--- src/rtl/cw_trace_pkg.sv ---
// Shared definitions for the control-word trace buffer: FSM encoding, control-word
// field positions and trace-entry field positions.
package cw_trace_pkg;

    typedef enum logic [1:0] {
        ST_IDLE  = 2'd0,
        ST_ARMED = 2'd1,
        ST_POST  = 2'd2,
        ST_DONE  = 2'd3
    } trace_state_e;

    // Control-word field positions (shared with the processor and its benches)
    localparam int R_ADDR_MSB = 36;
    localparam int R_ADDR_LSB = 32;
    localparam int A_ADDR_MSB = 31;
    localparam int A_ADDR_LSB = 27;
    localparam int B_ADDR_MSB = 26;
    localparam int B_ADDR_LSB = 22;
    localparam int FS_MSB     = 18;
    localparam int FS_LSB     = 14;
    localparam int PS_MSB     = 7;
    localparam int PS_LSB     = 6;

    // Trace-entry layout: {rom_addr, r_addr, a_addr, b_addr, fs, ps}
    localparam int FIELDS_W   = 22;
    localparam int E_PS_LSB   = 0;
    localparam int E_FS_LSB   = 2;
    localparam int E_B_LSB    = 7;
    localparam int E_A_LSB    = 12;
    localparam int E_R_LSB    = 17;
    localparam int E_ROM_LSB  = 22;

endpackage

--- src/rtl/cw_trace_buffer_ram.sv ---
// Simple dual-port trace RAM: synchronous write, registered synchronous read that
// holds its last value when no read is requested. Contents are not reset.
module trace_ram #(
    parameter int DEPTH = 16,
    parameter int WIDTH = 54,
    parameter int AW    = $clog2(DEPTH)
) (
    input  logic             clk,
    input  logic             we,
    input  logic [AW-1:0]    waddr,
    input  logic [WIDTH-1:0] wdata,
    input  logic             re,
    input  logic [AW-1:0]    raddr,
    output logic [WIDTH-1:0] rdata
);

    logic [WIDTH-1:0] mem [DEPTH];
    logic [WIDTH-1:0] rdata_q;

    always_ff @(posedge clk) begin
        if (we) begin
            mem[waddr] <= wdata;
        end
        if (re) begin
            rdata_q <= mem[raddr];
        end
    end

    assign rdata = rdata_q;

endmodule

--- src/rtl/cw_trace_buffer.sv ---
// Breakpoint-triggered trace buffer: captures ROM address and decoded control-word
// fields every cycle into a circular RAM, then plays the history back oldest-first.
//
//   state    | meaning
//   ---------+------------------------------------------------------------
//   ST_IDLE  | nothing captured, waiting for arm
//   ST_ARMED | capturing every cycle, watching for the breakpoint address
//   ST_POST  | capturing the remaining post-trigger samples
//   ST_DONE  | capture frozen, rd_en plays entries back oldest-first
module cw_trace_buffer
    import cw_trace_pkg::*;
#(
    parameter int DEPTH   = 16,
    parameter int ADDR_W  = 32,
    parameter int CW_W    = 37,
    parameter int ENTRY_W = ADDR_W + 22,
    parameter int PW      = $clog2(DEPTH) + 1
) (
    input  logic               clk,
    input  logic               rst,
    input  logic               arm,
    input  logic [ADDR_W-1:0]  trig_addr,
    input  logic [PW-1:0]      post_count,
    input  logic [ADDR_W-1:0]  rom_addr,
    input  logic [CW_W-1:0]    cw,
    input  logic               rd_en,
    output logic [ENTRY_W-1:0] rd_data,
    output logic               rd_valid,
    output logic [1:0]         state,
    output logic               triggered,
    output logic [PW-1:0]      count
);

    localparam int AW = $clog2(DEPTH);
    localparam logic [PW-1:0] FULL     = PW'(DEPTH);
    localparam logic [PW-1:0] MAX_POST = PW'(DEPTH - 1);

    trace_state_e     state_q, state_d;
    logic [AW-1:0]    wr_ptr_q, wr_ptr_d;
    logic [AW-1:0]    rd_ptr_q, rd_ptr_d;
    logic [PW-1:0]    count_q, count_d;
    logic [PW-1:0]    rd_cnt_q, rd_cnt_d;
    logic [PW-1:0]    remaining_q, remaining_d;
    logic [PW-1:0]    post_lat_q, post_lat_d;
    logic             triggered_q, triggered_d;
    logic             rd_valid_q, rd_valid_d;
    logic             rd_seen_q, rd_seen_d;

    logic             ram_we, ram_re, done_now;
    logic [ENTRY_W-1:0] entry, ram_rdata;
    logic             cw_unused;

    assign entry = {rom_addr,
                    cw[R_ADDR_MSB:R_ADDR_LSB],
                    cw[A_ADDR_MSB:A_ADDR_LSB],
                    cw[B_ADDR_MSB:B_ADDR_LSB],
                    cw[FS_MSB:FS_LSB],
                    cw[PS_MSB:PS_LSB]};
    assign cw_unused = ^{cw[B_ADDR_LSB-1:FS_MSB+1], cw[FS_LSB-1:PS_MSB+1], cw[PS_LSB-1:0]};

    always_comb begin
        state_d     = state_q;
        wr_ptr_d    = wr_ptr_q;
        rd_ptr_d    = rd_ptr_q;
        count_d     = count_q;
        rd_cnt_d    = rd_cnt_q;
        remaining_d = remaining_q;
        post_lat_d  = post_lat_q;
        triggered_d = triggered_q;
        rd_seen_d   = rd_seen_q;
        rd_valid_d  = 1'b0;
        ram_we      = 1'b0;
        ram_re      = 1'b0;
        done_now    = 1'b0;

        if (arm) begin
            // arm outranks everything, including a coincident read
            state_d     = ST_ARMED;
            count_d     = '0;
            triggered_d = 1'b0;
            wr_ptr_d    = '0;
            rd_ptr_d    = '0;
            rd_cnt_d    = '0;
            post_lat_d  = (post_count > MAX_POST) ? MAX_POST : post_count;
        end else begin
            case (state_q)
                ST_ARMED, ST_POST: begin
                    ram_we   = 1'b1;
                    wr_ptr_d = wr_ptr_q + 1'b1;
                    if (count_q != FULL) begin
                        count_d = count_q + 1'b1;
                    end
                    if (state_q == ST_ARMED) begin
                        if (rom_addr == trig_addr) begin
                            triggered_d = 1'b1;
                            remaining_d = post_lat_q;
                            if (post_lat_q == '0) begin
                                done_now = 1'b1;
                            end else begin
                                state_d = ST_POST;
                            end
                        end
                    end else begin
                        remaining_d = remaining_q - 1'b1;
                        if (remaining_q == PW'(1)) begin
                            done_now = 1'b1;
                        end
                    end
                    if (done_now) begin
                        // once wrapped, the next write slot holds the oldest entry
                        state_d  = ST_DONE;
                        rd_ptr_d = (count_d == FULL) ? wr_ptr_d : '0;
                        rd_cnt_d = '0;
                    end
                end
                ST_DONE: begin
                    if (rd_en && (rd_cnt_q != count_q)) begin
                        ram_re     = 1'b1;
                        rd_ptr_d   = rd_ptr_q + 1'b1;
                        rd_cnt_d   = rd_cnt_q + 1'b1;
                        rd_valid_d = 1'b1;
                        rd_seen_d  = 1'b1;
                    end
                end
                default: ;
            endcase
        end
    end

    always_ff @(posedge clk or posedge rst) begin
        if (rst) begin
            state_q     <= ST_IDLE;
            wr_ptr_q    <= '0;
            rd_ptr_q    <= '0;
            count_q     <= '0;
            rd_cnt_q    <= '0;
            remaining_q <= '0;
            post_lat_q  <= '0;
            triggered_q <= 1'b0;
            rd_valid_q  <= 1'b0;
            rd_seen_q   <= 1'b0;
        end else begin
            state_q     <= state_d;
            wr_ptr_q    <= wr_ptr_d;
            rd_ptr_q    <= rd_ptr_d;
            count_q     <= count_d;
            rd_cnt_q    <= rd_cnt_d;
            remaining_q <= remaining_d;
            post_lat_q  <= post_lat_d;
            triggered_q <= triggered_d;
            rd_valid_q  <= rd_valid_d;
            rd_seen_q   <= rd_seen_d;
        end
    end

    trace_ram #(
        .DEPTH (DEPTH),
        .WIDTH (ENTRY_W),
        .AW    (AW)
    ) u_ram (
        .clk   (clk),
        .we    (ram_we),
        .waddr (wr_ptr_q),
        .wdata (entry),
        .re    (ram_re),
        .raddr (rd_ptr_q),
        .rdata (ram_rdata)
    );

    // RAM output is unreset, so rd_data reads as zero until the first read after reset
    assign rd_data   = rd_seen_q ? ram_rdata : '0;
    assign rd_valid  = rd_valid_q;
    assign state     = state_q;
    assign triggered = triggered_q;
    assign count     = count_q;

endmodule

--- config.mk ---
export PLATFORM = sky130hd
export DESIGN_NAME = cw_trace_buffer
export DESIGN_NICKNAME = d
export VERILOG_FILES = /design/src/rtl/cw_trace_pkg.sv /design/src/rtl/cw_trace_buffer_ram.sv /design/src/rtl/cw_trace_buffer.sv
export SDC_FILE = /design/constraint.sdc
export NUM_CORES = 1
export LEC_CHECK = 0
export CAP_MARGIN = 20
export CORE_MARGIN = 10
export CORE_UTILIZATION = 25
export DETAILED_ROUTE_END_ITERATION = 7
export PLACE_DENSITY_LB_ADDON = 0.12
export SETUP_SLACK_MARGIN = 0.1
export SLEW_MARGIN = 40
export SYNTH_ARGS = -nofsm -noshare
export SYNTH_HDL_FRONTEND = slang
export SYNTH_SLANG_ARGS = --single-unit
--- constraint.sdc ---
create_clock -name clk -period 4.95 [get_ports clk]
set_input_delay 0.7425 -clock clk [delete_from_list [all_inputs] [get_ports clk]]
set_output_delay 0.7425 -clock clk [all_outputs]
set_load 0.01 [all_outputs]
# Yosys cells after proc, flatten, opt, wreduce, memory -nomap -nowiden
# Memories as Yosys holds them, arrays and structs flattened. A register that Yosys moved wholly into a read port is not among the register bits.
# Cells that the tools add are included.
# totals
out_inout_bits,63
elab_cells,87
in_bits,110
ram_bits,864
mem_count,1
reg_bits,33
# op_classes
reduce_logical,14
eq_ne,12
addsub,5
n_lt_le_gt_ge,1
n_bitwise,1
muxes,43
# memory_table
memory,words,width,rd,rd_ports_with_merged_regs,write_ports,line,rtl
u_ram.mem,16,54,1,1,1,cw_trace_buffer_ram.sv:17,logic [WIDTH-1:0] mem [DEPTH];
# ops
op,n
2-to-1 mux 5 bit,11
2-to-1 mux 54 bit,1
equality test 32 bit,1
2-to-1 mux 4 bit,6
2-to-1 mux 1 bit,17
2-to-1 mux 2 bit,6
AND reduction 3 bit,4
adder 5 x 1 -> 5 bit (second input constant),2
one-hot mux 5 bit (2 select lines),1
nonzero test 3 bit,3
adder 4 x 1 -> 4 bit (second input constant),2
one-hot mux 4 bit (2 select lines),1
inequality test 3 bit (second input constant),2
nonzero test 2 bit,3
equality test 5 x 1 -> 1 bit (second input constant),1
equality test 5 bit (second input constant),1
> comparator 5 x 4 -> 1 bit (second input constant),1
zero test 5 bit,1
inequality test 5 bit,1
inequality test 5 bit (second input constant),1
subtractor 5 x 1 -> 5 bit (second input constant),1
equality test 2 bit (second input constant),2
AND reduction 4 bit,1
inequality test 3 x 2 -> 1 bit (second input constant),1
other kinds (5),5

# Logic depth before layout (Yosys ltp)
# logic_depth
word_depth,9
mapped_depth,10
ltp_nobuf,9

# Modules after synthesis
# From an unflattened synthesis, not the netlist that was laid out.
# hier_totals
hier_cells,1709
area_unflattened_um2,36705.2
# by_module_without_submodules
module,cells_per_inst,instances,area_each_um2
trace_ram,1394,1,33980.1
cw_trace_buffer,315,1,2725.1

# Least setup slack after synthesis
# Ideal clock, no wire load.
# synth_path
path_kind,input port to flip-flop
start,input arm
end,register u_ram.rdata_q[0] (netlist: u_ram.rdata[0]) (read register of u_ram.mem) (enable)
path_stages,4
setup_time_ns,0.486
arrival_ns,3.874
setup_slack_ns,0.589
path_cell_list,nor2b_1 -> clkbuf_1 -> nand2_1 -> a21oi_1
# synth_between
elab_chain_cells,1
# synth_rtl
element,line,rtl
start: declaration,cw_trace_buffer.sv:21,"input logic arm,"
2-to-1 mux 1 bit,cw_trace_buffer.sv:76,if (arm) begin
named net ram_re,cw_trace_buffer.sv:49,"logic ram_we, ram_re, done_now;"
end: declaration,cw_trace_buffer_ram.sv:18,logic [WIDTH-1:0] rdata_q;
# The timed path passes the listed nets, and every way through them passes these cells.
# A chain may end at the register's enable or synchronous reset.

# Final worst setup path
# layout_path
start,input rom_addr[1]
end,register rd_ptr_q[2]
# layout_between
elab_chain_cells,7
# layout_rtl
element,line,rtl
start: declaration,cw_trace_buffer.sv:24,"input logic [ADDR_W-1:0] rom_addr,"
equality test 32 bit,cw_trace_buffer.sv:94,if (rom_addr == trig_addr) begin
2-to-1 mux 1 bit,cw_trace_buffer.sv:94,
2-to-1 mux 1 bit,cw_trace_buffer.sv:93,if (state_q == ST_ARMED) begin
2-to-1 mux 1 bit,cw_trace_buffer.sv:86,case (state_q)
2-to-1 mux 1 bit,cw_trace_buffer.sv:76,
inequality test 3 bit (no line),--,
AND reduction 3 bit (no line),--,
end signal: assignment,cw_trace_buffer.sv:145,rd_ptr_q <= rd_ptr_d;
end: declaration,cw_trace_buffer.sv:40,"logic [AW-1:0] rd_ptr_q, rd_ptr_d;"
# Every way passes these cells. The select of a mux whose other input is x is not followed.

==> reports/summary.txt <==
================================================================================
Endpoint of the worst register-to-register path ................... u_ram.mem[10][8]
Share of layout cells above drive strength 1 ......................        0.268
Inserted Clock Buffers ............................................          109
Crit path max fanout ..............................................           17
Wire per inst .....................................................      26.6 µm
Clock Sink Count ..................................................          951
Static leakage ....................................................      13.8 nW
Overall Power .....................................................      20.1 mW
Port bufs .........................................................          157
Number of DRC violations after detailed-routing iteration 0 .......         1149
Critical Path Source Type .........................................    input pin
Peak VDD IR .......................................................     0.305 mV
Setup TNS Final ...................................................         0 ns
Horiz. Die Dim ....................................................       404 µm
Post-synth ARST share .............................................       0.0347
Normalized max-slew margin ........................................        0.481
Drt drc ...........................................................            0
FP Rows ...........................................................          140
Number of warning messages in the yosys log .......................            0
Final hold slack ..................................................     0.456 ns
Primary flip-flop cell chosen by synthesis mapping ................ sky130_fd_sc_hd__edfxtp_1
DR vias ...........................................................        17081
Type of destination of the critical path ..........................         flop
Cell Area, Synth ..................................................    36800 µm²
Endpoint required time on the critical path .......................      5.52 ns
Flops & latches, synth ............................................          951
Met2 global-route usage ...........................................        0.210
Worst Tran Pin Value ..............................................     0.779 ns
Setup violators final .............................................            0
CTS H-Tree Depth ..................................................            3
Final slew viol count .............................................            0
Vias per cell .....................................................         4.42
Number of global-route vias before repair .........................        18768
Final Routed Wirelength ...........................................       103 mm
Crit path arrival time ............................................      4.00 ns
Reg2reg setup slack ...............................................      1.64 ns
Logic depth of the worst register-to-register path ................            6
Clk slew on worst S/H paths .......................................      0.06 ns
Setup repair after global routing missed its margin ...............           no
Clk Latency, worst-skew pair ......................................      0.73 ns
Global routing usage on met1 ......................................        0.166
Crit path max-delay family ........................................ simple AND/OR/NAND/NOR gates
Outcome ...........................................................    completed
Launch point of the worst reg-to-reg path .........................     state[0]
Nets ..............................................................         1971
Cell-by-cell listing of the critical path ......................... clkdlybuf4s50_1 -> buf_4 -> xnor2_1 -> nand4_1 -> nor4_4 -> nand3_4 -> o21ai_4 -> o21ai_1 -> a22o_1
Die area ..........................................................   163000 µm²
Most congested layer reported by global routing ...................         met2
Final period demand of the worst path .............................      3.43 ns
Fmax ..............................................................    0.292 GHz
Synth unique cells ................................................           53
Power per standard cell area ......................................   448 nW/µm²
I/O pin count .....................................................          173
Largest clock skew in the final design ............................    0.0444 ns
Routability-driven placement congestion ratio .....................        0.690
Global-route wire length before repair ............................       145 mm
Hold-fix buffer count after cts ...................................            0
Net count after synthesis .........................................         1719
Buffer depth of the longest clock path ............................            3
CTS tree ..........................................................        built
Sequential element share of the synthesized area ..................        0.772
Starting utilization of the core area .............................        0.252
Total global routing track utilization ............................        0.125
Sum of net half-perimeters after detailed placement ...............      56.6 mm
Cell count after synthesis ........................................         1597
Crit Path Category ................................................ input pin to flop
Class of the tightest hold or removal check ....................... input pin to async pin
Fin util ..........................................................        0.307
Met3 demand-to-capacity share in global routing ...................       0.0223
CTS resizes .......................................................            0
Mean post-synth cell area .........................................     23.0 µm²
Drt first pass iters ..............................................            5
Root Buffer ....................................................... sky130_fd_sc_hd__clkbuf_16
Area of the core region ...........................................   146000 µm²
Die span in y .....................................................       404 µm
ANT nets after route ..............................................            0
Critical path buffers and inverters ...............................            2
Largest net degree at the start of global routing .................           97
Post-CTS Setup Bufs ...............................................            0
Count of flip-flops with a built-in enable after synthesis ........          918
Area growth from synthesis to layout ..............................        21.9%
Global-route congestion overflow total ............................            0
Slowest cell on the critical path ................................. sky130_fd_sc_hd__nor4_4
Final worst path period share .....................................        0.692
MaxCap Viol Count .................................................            0
Placed cells ......................................................         3655
Number of antenna violations at the first check in global routing .           14
Maximum single-stage delay on the critical path ...................      0.65 ns
Non-filler cells, final ...........................................         3862
Hold violation total from the final report ........................            0
================================================================================
==> worst min-delay path, cell delays in order <==
cell and delay, ns:
sky130_fd_sc_hd__clkdlybuf4s50_1 0.40, sky130_fd_sc_hd__inv_1 0.05, sky130_fd_sc_hd__buf_4 0.38
==> metal layers <==
layer	vias up	wire [µm]
li1	7237	-
met1	9327	45200
met3	140	4780
met4	10	1880
met2	367	50600
met5	-	57
==> worst max path at each step <==
stage / from / end / slack (ns) / cells after the start
6_report: rom_addr[1] / rd_ptr_q[2] / 1.52 / 9
2_1_floorplan: arm / u_ram.rdata[0] / 0.59 / 4
4_1_cts: rd_seen_q / rd_data[0] / 1.33 / 3
5_1_grt: rom_addr[1] / rd_cnt_q[4] / 1.33 / 9
3_5_place_dp: rom_addr[1] / rd_cnt_q[4] / 0.74 / 9
3_3_place_gp: rom_addr[1] / rd_ptr_q[2] / 0.70 / 9
==> final cells by class <==
| type | instances | area [µm²] |
|---|---|---|
| clock buffers | 130 | 2840 |
| flip-flops and latches | 951 | 28400 |
| well taps | 1917 | 2400 |
| multi-input cells | 555 | 8030 |
| repair buffers | 219 | 2320 |
| diodes | 2 | 5.00 |
| fillers | 14092 | 101000 |
| inverters | 13 | 48.8 |
| clock inverters | 75 | 779 |
==> logic make-up (layout without fill, tap and decap cells) <==
group           after synthesis  after routing  share of synthesized area
flops                       951            951                      0.772
mux                         273            273                      0.166
simple gates                170            170                     0.0261
buf+inv                      91            437                     0.0112
compound gates               56             56                     0.0101
xor+xnor                     44             44                     0.0105
fa+ha+maj                    12             12                    0.00408
other cells                   0              2                          0
==> state kept, by name, summed over array words and instances (netlist names) <==
signal       flops
post_lat_q       5
triggered        1
count            5
rd_valid         1
u_ram.rdata     54
u_ram.mem      864
rd_ptr_q         4
rd_cnt_q         5
rd_seen_q        1
wr_ptr_q         4
state            2
remaining_q      5
==> layout by cell type, fill, tap and decap left out, drive strengths merged, types with 5 or more instances in the layout <==
cell and instances:
o21ai 15, xor2 9, buf 62, clkdlybuf4s50 157, nand4 9, nor4 5
and2 70, a21oi 19, clkinv 56, nor2 33, bufinv 13, nand3 8
clkbuf 130, nor3 6, nand2 21, ha 12, nand2b 5, xnor2 35
edfxtp 918, inv 16, mux4 270, dfrtp 33
==> cell usage after synthesis, types with 2 or more instances <==
master | n | area, µm²
sky130_fd_sc_hd__nor4_1 | 3 | 18.8
sky130_fd_sc_hd__inv_1 | 13 | 48.8
sky130_fd_sc_hd__buf_2 | 28 | 140
sky130_fd_sc_hd__mux2i_1 | 3 | 30.0
sky130_fd_sc_hd__nand2_1 | 20 | 75.1
sky130_fd_sc_hd__o211ai_1 | 2 | 15.0
sky130_fd_sc_hd__nor2_1 | 33 | 124
sky130_fd_sc_hd__o21ai_1 | 2 | 10.0
sky130_fd_sc_hd__xnor2_1 | 35 | 307
sky130_fd_sc_hd__nand4_1 | 9 | 56.3
sky130_fd_sc_hd__edfxtp_1 | 918 | 27600
sky130_fd_sc_hd__o21ai_0 | 11 | 55.1
sky130_fd_sc_hd__buf_6 | 4 | 45.0
sky130_fd_sc_hd__xor2_1 | 9 | 78.8
sky130_fd_sc_hd__nand3_1 | 7 | 35.0
sky130_fd_sc_hd__mux4_2 | 270 | 6080
sky130_fd_sc_hd__or2_2 | 2 | 12.5
sky130_fd_sc_hd__nor3_1 | 6 | 30.0
sky130_fd_sc_hd__o31ai_1 | 2 | 15.0
sky130_fd_sc_hd__dfrtp_1 | 33 | 826
sky130_fd_sc_hd__nand2b_1 | 5 | 31.3
sky130_fd_sc_hd__and2_1 | 70 | 438
sky130_fd_sc_hd__nor2b_1 | 4 | 25.0
sky130_fd_sc_hd__a22o_1 | 3 | 26.3
sky130_fd_sc_hd__or3_1 | 3 | 18.8
sky130_fd_sc_hd__ha_1 | 12 | 150
sky130_fd_sc_hd__o21a_1 | 2 | 15.0
sky130_fd_sc_hd__a21oi_1 | 19 | 95.1
sky130_fd_sc_hd__nor4_4 | 2 | 42.5
sky130_fd_sc_hd__buf_1 | 12 | 45.0
sky130_fd_sc_hd__clkbuf_1 | 33 | 124
==> power breakdown <==
group	switching [mW]	total, mW	internal, mW
logic	1.34	2.77	1.43
registers	0.156	9.21	9.06
clock network	3.31	8.08	4.77
==> stage by stage <==
step	instance area (µm²)	setup WS [ns]
final	44800	1.52
after global routing	44800	1.33
after CTS	44800	1.33
after detailed placement	41200	0.743
after global placement	41200	0.705
after floorplan	36800	0.589
No activity file was read; power rests on OpenSTA's default activity.
